--- src/rtl/pubkey_serializer.sv ---
// SEC1 encoder for an affine public-key point: streams the point as bytes
// over a valid/ready interface (compressed, uncompressed or infinity).
module pubkey_serializer #(
  parameter bit COMPRESSED = 1'b1
) (
  input  logic         clk,
  input  logic         Reset_n,
  input  logic [511:0] in_point,
  input  logic         in_valid,
  output logic         in_ready,
  output logic [7:0]   out_data,
  output logic         out_valid,
  input  logic         out_ready,
  output logic         out_last,
  output logic         busy
);

  typedef enum logic [1:0] {
    IDLE = 2'd0,
    SEND = 2'd1,
    HOLD = 2'd2
  } state_t;

  state_t       state_q;
  logic [511:0] shreg_q;
  logic [6:0]   cnt_q;
  logic [7:0]   out_data_q;
  logic         out_valid_q;
  logic         out_last_q;

  logic [255:0] cap_x;
  logic [255:0] cap_y;
  logic         cap_inf;
  logic [7:0]   cap_prefix;
  logic [6:0]   cap_len;

  assign cap_x      = in_point[511:256];
  assign cap_y      = in_point[255:0];
  assign cap_inf    = (cap_x == '0) && (cap_y == '0);
  assign cap_prefix = cap_inf    ? 8'h00 :
                      COMPRESSED ? {7'h01, cap_y[0]} : 8'h04;
  assign cap_len    = cap_inf    ? 7'd0 :
                      COMPRESSED ? 7'd32 : 7'd64;

  // The byte register is loaded one handshake ahead: the prefix is placed at
  // capture, and each accepted byte pulls the next one from the shift register.
  always_ff @(posedge clk) begin
    if (!Reset_n) begin
      state_q     <= IDLE;
      shreg_q     <= '0;
      cnt_q       <= '0;
      out_data_q  <= '0;
      out_valid_q <= 1'b0;
      out_last_q  <= 1'b0;
    end else begin
      case (state_q)
        IDLE: begin
          if (in_valid) begin
            shreg_q     <= in_point;
            cnt_q       <= cap_len;
            out_data_q  <= cap_prefix;
            out_valid_q <= 1'b1;
            out_last_q  <= cap_inf;
            state_q     <= SEND;
          end
        end
        SEND: begin
          if (out_ready) begin
            if (cnt_q == '0) begin
              out_valid_q <= 1'b0;
              out_last_q  <= 1'b0;
              out_data_q  <= '0;
              state_q     <= in_valid ? HOLD : IDLE;
            end else begin
              out_data_q <= shreg_q[511:504];
              shreg_q    <= {shreg_q[503:0], 8'h00};
              cnt_q      <= cnt_q - 7'd1;
              out_last_q <= (cnt_q == 7'd1);
            end
          end
        end
        HOLD: begin
          if (!in_valid) begin
            state_q <= IDLE;
          end
        end
        default: begin
          state_q <= IDLE;
        end
      endcase
    end
  end

  assign in_ready  = (state_q == IDLE);
  assign busy      = (state_q != IDLE);
  assign out_data  = out_data_q;
  assign out_valid = out_valid_q;
  assign out_last  = out_last_q;

endmodule

--- config.mk ---
export PLATFORM = sky130hd
export DESIGN_NAME = pubkey_serializer
export DESIGN_NICKNAME = d
export VERILOG_FILES = /design/src/rtl/pubkey_serializer.sv
export SDC_FILE = /design/constraint.sdc
export NUM_CORES = 1
export LEC_CHECK = 0
export BUFFER_PORTS_ARGS = -buffer_cell sky130_fd_sc_hd__buf_4
export CAP_MARGIN = 20
export CORE_AREA = 10 10 233 279
export DETAILED_ROUTE_END_ITERATION = 6
export DIE_AREA = 0 0 243 289
export SYNTH_ARGS = -nofsm -noshare
export SYNTH_HDL_FRONTEND = slang
export SYNTH_SLANG_ARGS = --single-unit
--- constraint.sdc ---
create_clock -name clk -period 2.9 [get_ports clk]
set_input_delay 0.29 -clock clk [delete_from_list [all_inputs] [get_ports clk]]
set_output_delay 0.29 -clock clk [all_outputs]
set_load 0.02 [all_outputs]
==> impl_metrics.prom <==
# TYPE chip_impl_metric gauge
chip_impl_metric{name="ant_nets",unit=""} 0
chip_impl_info{name="grt_busiest_layer",value="met2"} 1
chip_impl_metric{name="cts.reportedPaths.clkPinSlew",unit="ps"} 60
chip_impl_info{name="cp_launch_type",value="input pin"} 1
chip_impl_metric{name="clock_latency",unit="ps"} 610
chip_impl_metric{name="relSlewSlack",unit="%"} 37.3
chip_impl_metric{name="layout.filler_cells",unit=""} 5240
chip_impl_metric{name="vias_per_cell",unit=""} 5.59
chip_impl_metric{name="detailedPlace.worstSlack",unit="ps"} 60.9
chip_impl_metric{name="crit_buf_inv",unit=""} 3
chip_impl_metric{name="syn_avg_cell_area",unit="um2"} 7.61
chip_impl_metric{name="timing.final.setup_violations",unit=""} 0
chip_impl_metric{name="layout.area.seq",unit="um2"} 10600
chip_impl_metric{name="global_route.usage.met1",unit="%"} 30.5
chip_impl_metric{name="area_growth_from_synthesis_to_layout",unit="%"} 47.7
chip_impl_metric{name="cp_slowest_stage_delay",unit="ps"} 790
chip_impl_metric{name="clock.fmax",unit="MHz"} 354
chip_impl_info{name="commonest_non_fill_non_tap_cell_in_the_layout",value="sky130_fd_sc_hd__nand2_1"} 1
chip_impl_metric{name="place_congestion",unit=""} 0.930
chip_impl_metric{name="synthesis.instances",unit=""} 3099
chip_impl_metric{name="synthesis.yosys.warnings",unit=""} 0
chip_impl_metric{name="timing.reg2reg.worst_path_depth",unit=""} 7
chip_impl_metric{name="cts.htree.levels",unit=""} 2
chip_impl_info{name="postSynth.topFlopCell",value="sky130_fd_sc_hd__dfxtp_1"} 1
chip_impl_metric{name="power.static_leakage",unit="nW"} 14.0
chip_impl_metric{name="place_inst",unit=""} 4193
chip_impl_metric{name="dp_hpwl",unit="um"} 64500
chip_impl_metric{name="slew_violations",unit=""} 0
chip_impl_metric{name="mappedNetlistArea",unit="um2"} 23600
chip_impl_metric{name="grt_overflow_total",unit=""} 0
chip_impl_info{name="worstPathCellList",value="dlygate4sd3_1 > buf_4 > nor4_1 > nand4_1 > nor4_1 > buf_4 > nand4_1 > nor2_1 > o22ai_1"} 1
chip_impl_metric{name="core_region_area",unit="um2"} 59300
chip_impl_metric{name="number_of_post_cts_setup_repair_buffers",unit=""} 0
chip_impl_metric{name="antenna_found_initial",unit=""} 9
chip_impl_metric{name="synth_async_sr_flop_share",unit="%"} 0
chip_impl_metric{name="p_per_area",unit="nW/um2"} 670
chip_impl_metric{name="grt.met2_usage",unit="%"} 44.1
chip_impl_metric{name="period_share",unit="%"} 97.5
chip_impl_info{name="critical_path.slowest_cell",value="sky130_fd_sc_hd__nor4_1"} 1
chip_impl_metric{name="tightestPinTransition",unit="ps"} 932
chip_impl_metric{name="number_of_synthesized_flops_with_an_enable_pin",unit=""} 0
chip_impl_info{name="final_cell_mix",value="1,019 x sky130_fd_sc_hd__nand2_1, 551 x sky130_fd_sc_hd__buf_4, 531 x sky130_fd_sc_hd__dfxtp_1"} 1
chip_impl_metric{name="wl_per_cell",unit="um"} 20.0
chip_impl_info{name="criticalPathCategory",value="in -> reg"} 1
chip_impl_metric{name="rows",unit=""} 98
chip_impl_metric{name="totalWireLength",unit="um"} 95800
chip_impl_metric{name="max-clock-path-buffers",unit=""} 3
chip_impl_metric{name="pin_count",unit=""} 528
chip_impl_metric{name="tritoncts_num_sinks",unit=""} 531
chip_impl_metric{name="finClkSkew",unit="ps"} 22.6
chip_impl_info{name="cts_tree",value="yes"} 1
chip_impl_metric{name="timing.final.ws_setup",unit="ps"} 73.4
chip_impl_metric{name="final_nets",unit=""} 4455
chip_impl_info{name="critical-path-top-delay-family",value="simple AND/OR/NAND/NOR gates"} 1
chip_impl_metric{name="max_cap_viol_count",unit=""} 0
chip_impl_metric{name="synth.distinct_cells",unit=""} 34
chip_impl_metric{name="arrival",unit="ps"} 3290
chip_impl_metric{name="via_count_of_the_first_global_routing_pass",unit=""} 26700
chip_impl_metric{name="grt_max_degree",unit=""} 139
chip_impl_metric{name="die_height",unit="um"} 289
chip_impl_metric{name="synthesis.nets",unit=""} 3618
chip_impl_info{name="run_status",value="finished, final reports clean"} 1
chip_impl_metric{name="synth_seq_area_share",unit="%"} 45.1
chip_impl_metric{name="die_w",unit="um"} 243
chip_impl_metric{name="vias",unit=""} 26800
chip_impl_metric{name="numPortBuffers",unit=""} 527
chip_impl_metric{name="final_hold_viol_count",unit=""} 0
chip_impl_info{name="unrepaired_setup_endpoints_after_global_routing",value="no"} 1
chip_impl_info{name="endpoint_kind",value="register"} 1
chip_impl_metric{name="critPathRequiredTime",unit="ps"} 3360
chip_impl_metric{name="drive_above_1_share",unit="%"} 16.9
chip_impl_metric{name="area_enclosed_by_the_die_boundary",unit="um2"} 70200
chip_impl_metric{name="layoutNonFillerInstCount",unit=""} 4793
chip_impl_metric{name="multiInputGateArea",unit="um2"} 11700
chip_impl_metric{name="postLayoutCoreUtil",unit="%"} 58.7
chip_impl_info{name="min-delay-path-class",value="in -> reg"} 1
chip_impl_metric{name="cts.repair.resized",unit=""} 0
chip_impl_info{name="cts.root.buffer_cell",value="sky130_fd_sc_hd__clkbuf_16"} 1
chip_impl_metric{name="synth_seq_cells",unit=""} 531
chip_impl_metric{name="min_path_cells",unit=""} 3
chip_impl_metric{name="totalNegativeSetupSlack",unit="ps"} 0
chip_impl_metric{name="min_period",unit="ps"} 2830
chip_impl_metric{name="crit_path_max_fanout",unit=""} 3
chip_impl_metric{name="cp_num_cells",unit=""} 9
chip_impl_metric{name="drt_first_iter_violations",unit=""} 2257
chip_impl_metric{name="drc_violations_left",unit=""} 0
chip_impl_metric{name="numCtsBuffers",unit=""} 55
chip_impl_metric{name="grt_util_met3",unit="%"} 5.39
chip_impl_metric{name="grt_use_total",unit="%"} 25.8
chip_impl_metric{name="ir_drop",unit="uV"} 471
chip_impl_metric{name="grt_first_pass_wirelength",unit="um"} 148000
chip_impl_metric{name="drt_pass1_iterations",unit=""} 6
chip_impl_metric{name="initial_standard_cell_utilization_of_the_core",unit="%"} 39.7
[layer usage]
layer	up-vias	wire, um
met4	0	4500
met5	-	0
li1	12700	-
met2	1180	46400
met1	12600	38100
met3	276	6810
[timing repair]
| action | CTS | global route |
|---|---|---|
| setup endpoints to repair | 0 | 0 |
| hold buffers | 486 | 0 |
| hold endpoints to repair | 486 | 0 |
[registers in the layout, summed over array words and instances, names as in the netlist]
| signal | count |
|---|---|
| out_last | 1 |
| out_data | 8 |
| shreg_q | 512 |
| out_valid | 1 |
| cnt_q | 7 |
| state_q | 2 |
[metrics by stage]
step	power, mW	cell area [um2]	hold slack, ps
finish	23.3	34800	29.3
detailed placement	15.6	28100	455
CTS	23.4	34800	0.992
floorplan	13.6	23600	416
global route	24.6	34800	0.950
global placement	15.4	28100	448
[cell type report]
class,count,share of cell area [%]
Multi-Input combinational cell,2275,33.6
Sequential cell,531,30.5
Timing Repair Buffer,1066,27.5
Clock buffer,77,4.54
Tap cell,800,2.88
Clock inverter,22,0.701
Antenna cell,15,0.108
Inverter,7,0.0970
[cell families (layout without fill, tap and decap cells)]
family / count (synthesis) / in the layout / synth area share (%)
AOI/OAI and AO/OA: 539 / 539 / 19.7
xor gates and xnor gates: 3 / 3 / 0.111
and+or+nand+nor: 1729 / 1729 / 29.5
DFF: 531 / 531 / 45.1
muxes: 1 / 1 / 0.0425
adders and majority gates: 3 / 3 / 0.159
other: 0 / 15 / 0
buffers and inverters: 293 / 1172 / 5.34
[worst register-to-register path, delay by kind of cell (launching register included)]
family,cells,cell delay (ps)
buffers and inverters,2,690
flip-flops,1,580
AO/OA/AOI/OAI,2,520
AND/OR/NAND/NOR,2,460
multiplexers,1,160
[power by group]
part	total [mW]	switching (mW)	leakage, nW	internal (mW)
Sequential	9.58	0.814	4.40	8.76
Combinational	6.48	3.79	8.64	2.69
Clock	7.25	3.02	0.904	4.23
[synth_stat cells, drive strengths merged, types with 2 or more instances]
cell type / n / area [um2]
a21oi: 15 / 75.1
a22o: 7 / 61.3
a22oi: 3 / 22.5
a311oi: 504 / 4410
buf: 116 / 594
clkbuf: 170 / 638
dfxtp: 531 / 10600
ha: 3 / 37.5
inv: 7 / 26.3
nand2: 1019 / 3820
nand2b: 3 / 18.8
nand3: 2 / 10.0
nand4: 36 / 225
nor2: 522 / 1960
nor3: 4 / 20.0
nor4: 138 / 870
o21ai: 3 / 15.0
o22ai: 2 / 12.5
xnor2: 2 / 17.5
[final timing paths]
check,start,endpoint,slack [ps]
worst max-delay path,in_point[316],cnt_q[5],70
worst min-delay path,in_point[492],shreg_q[492],30
worst max register to register,state_q[0],shreg_q[61],400
worst min register to register,out_data[5],out_data[5],470
Note: power is estimated with default switching activity, not from simulation.
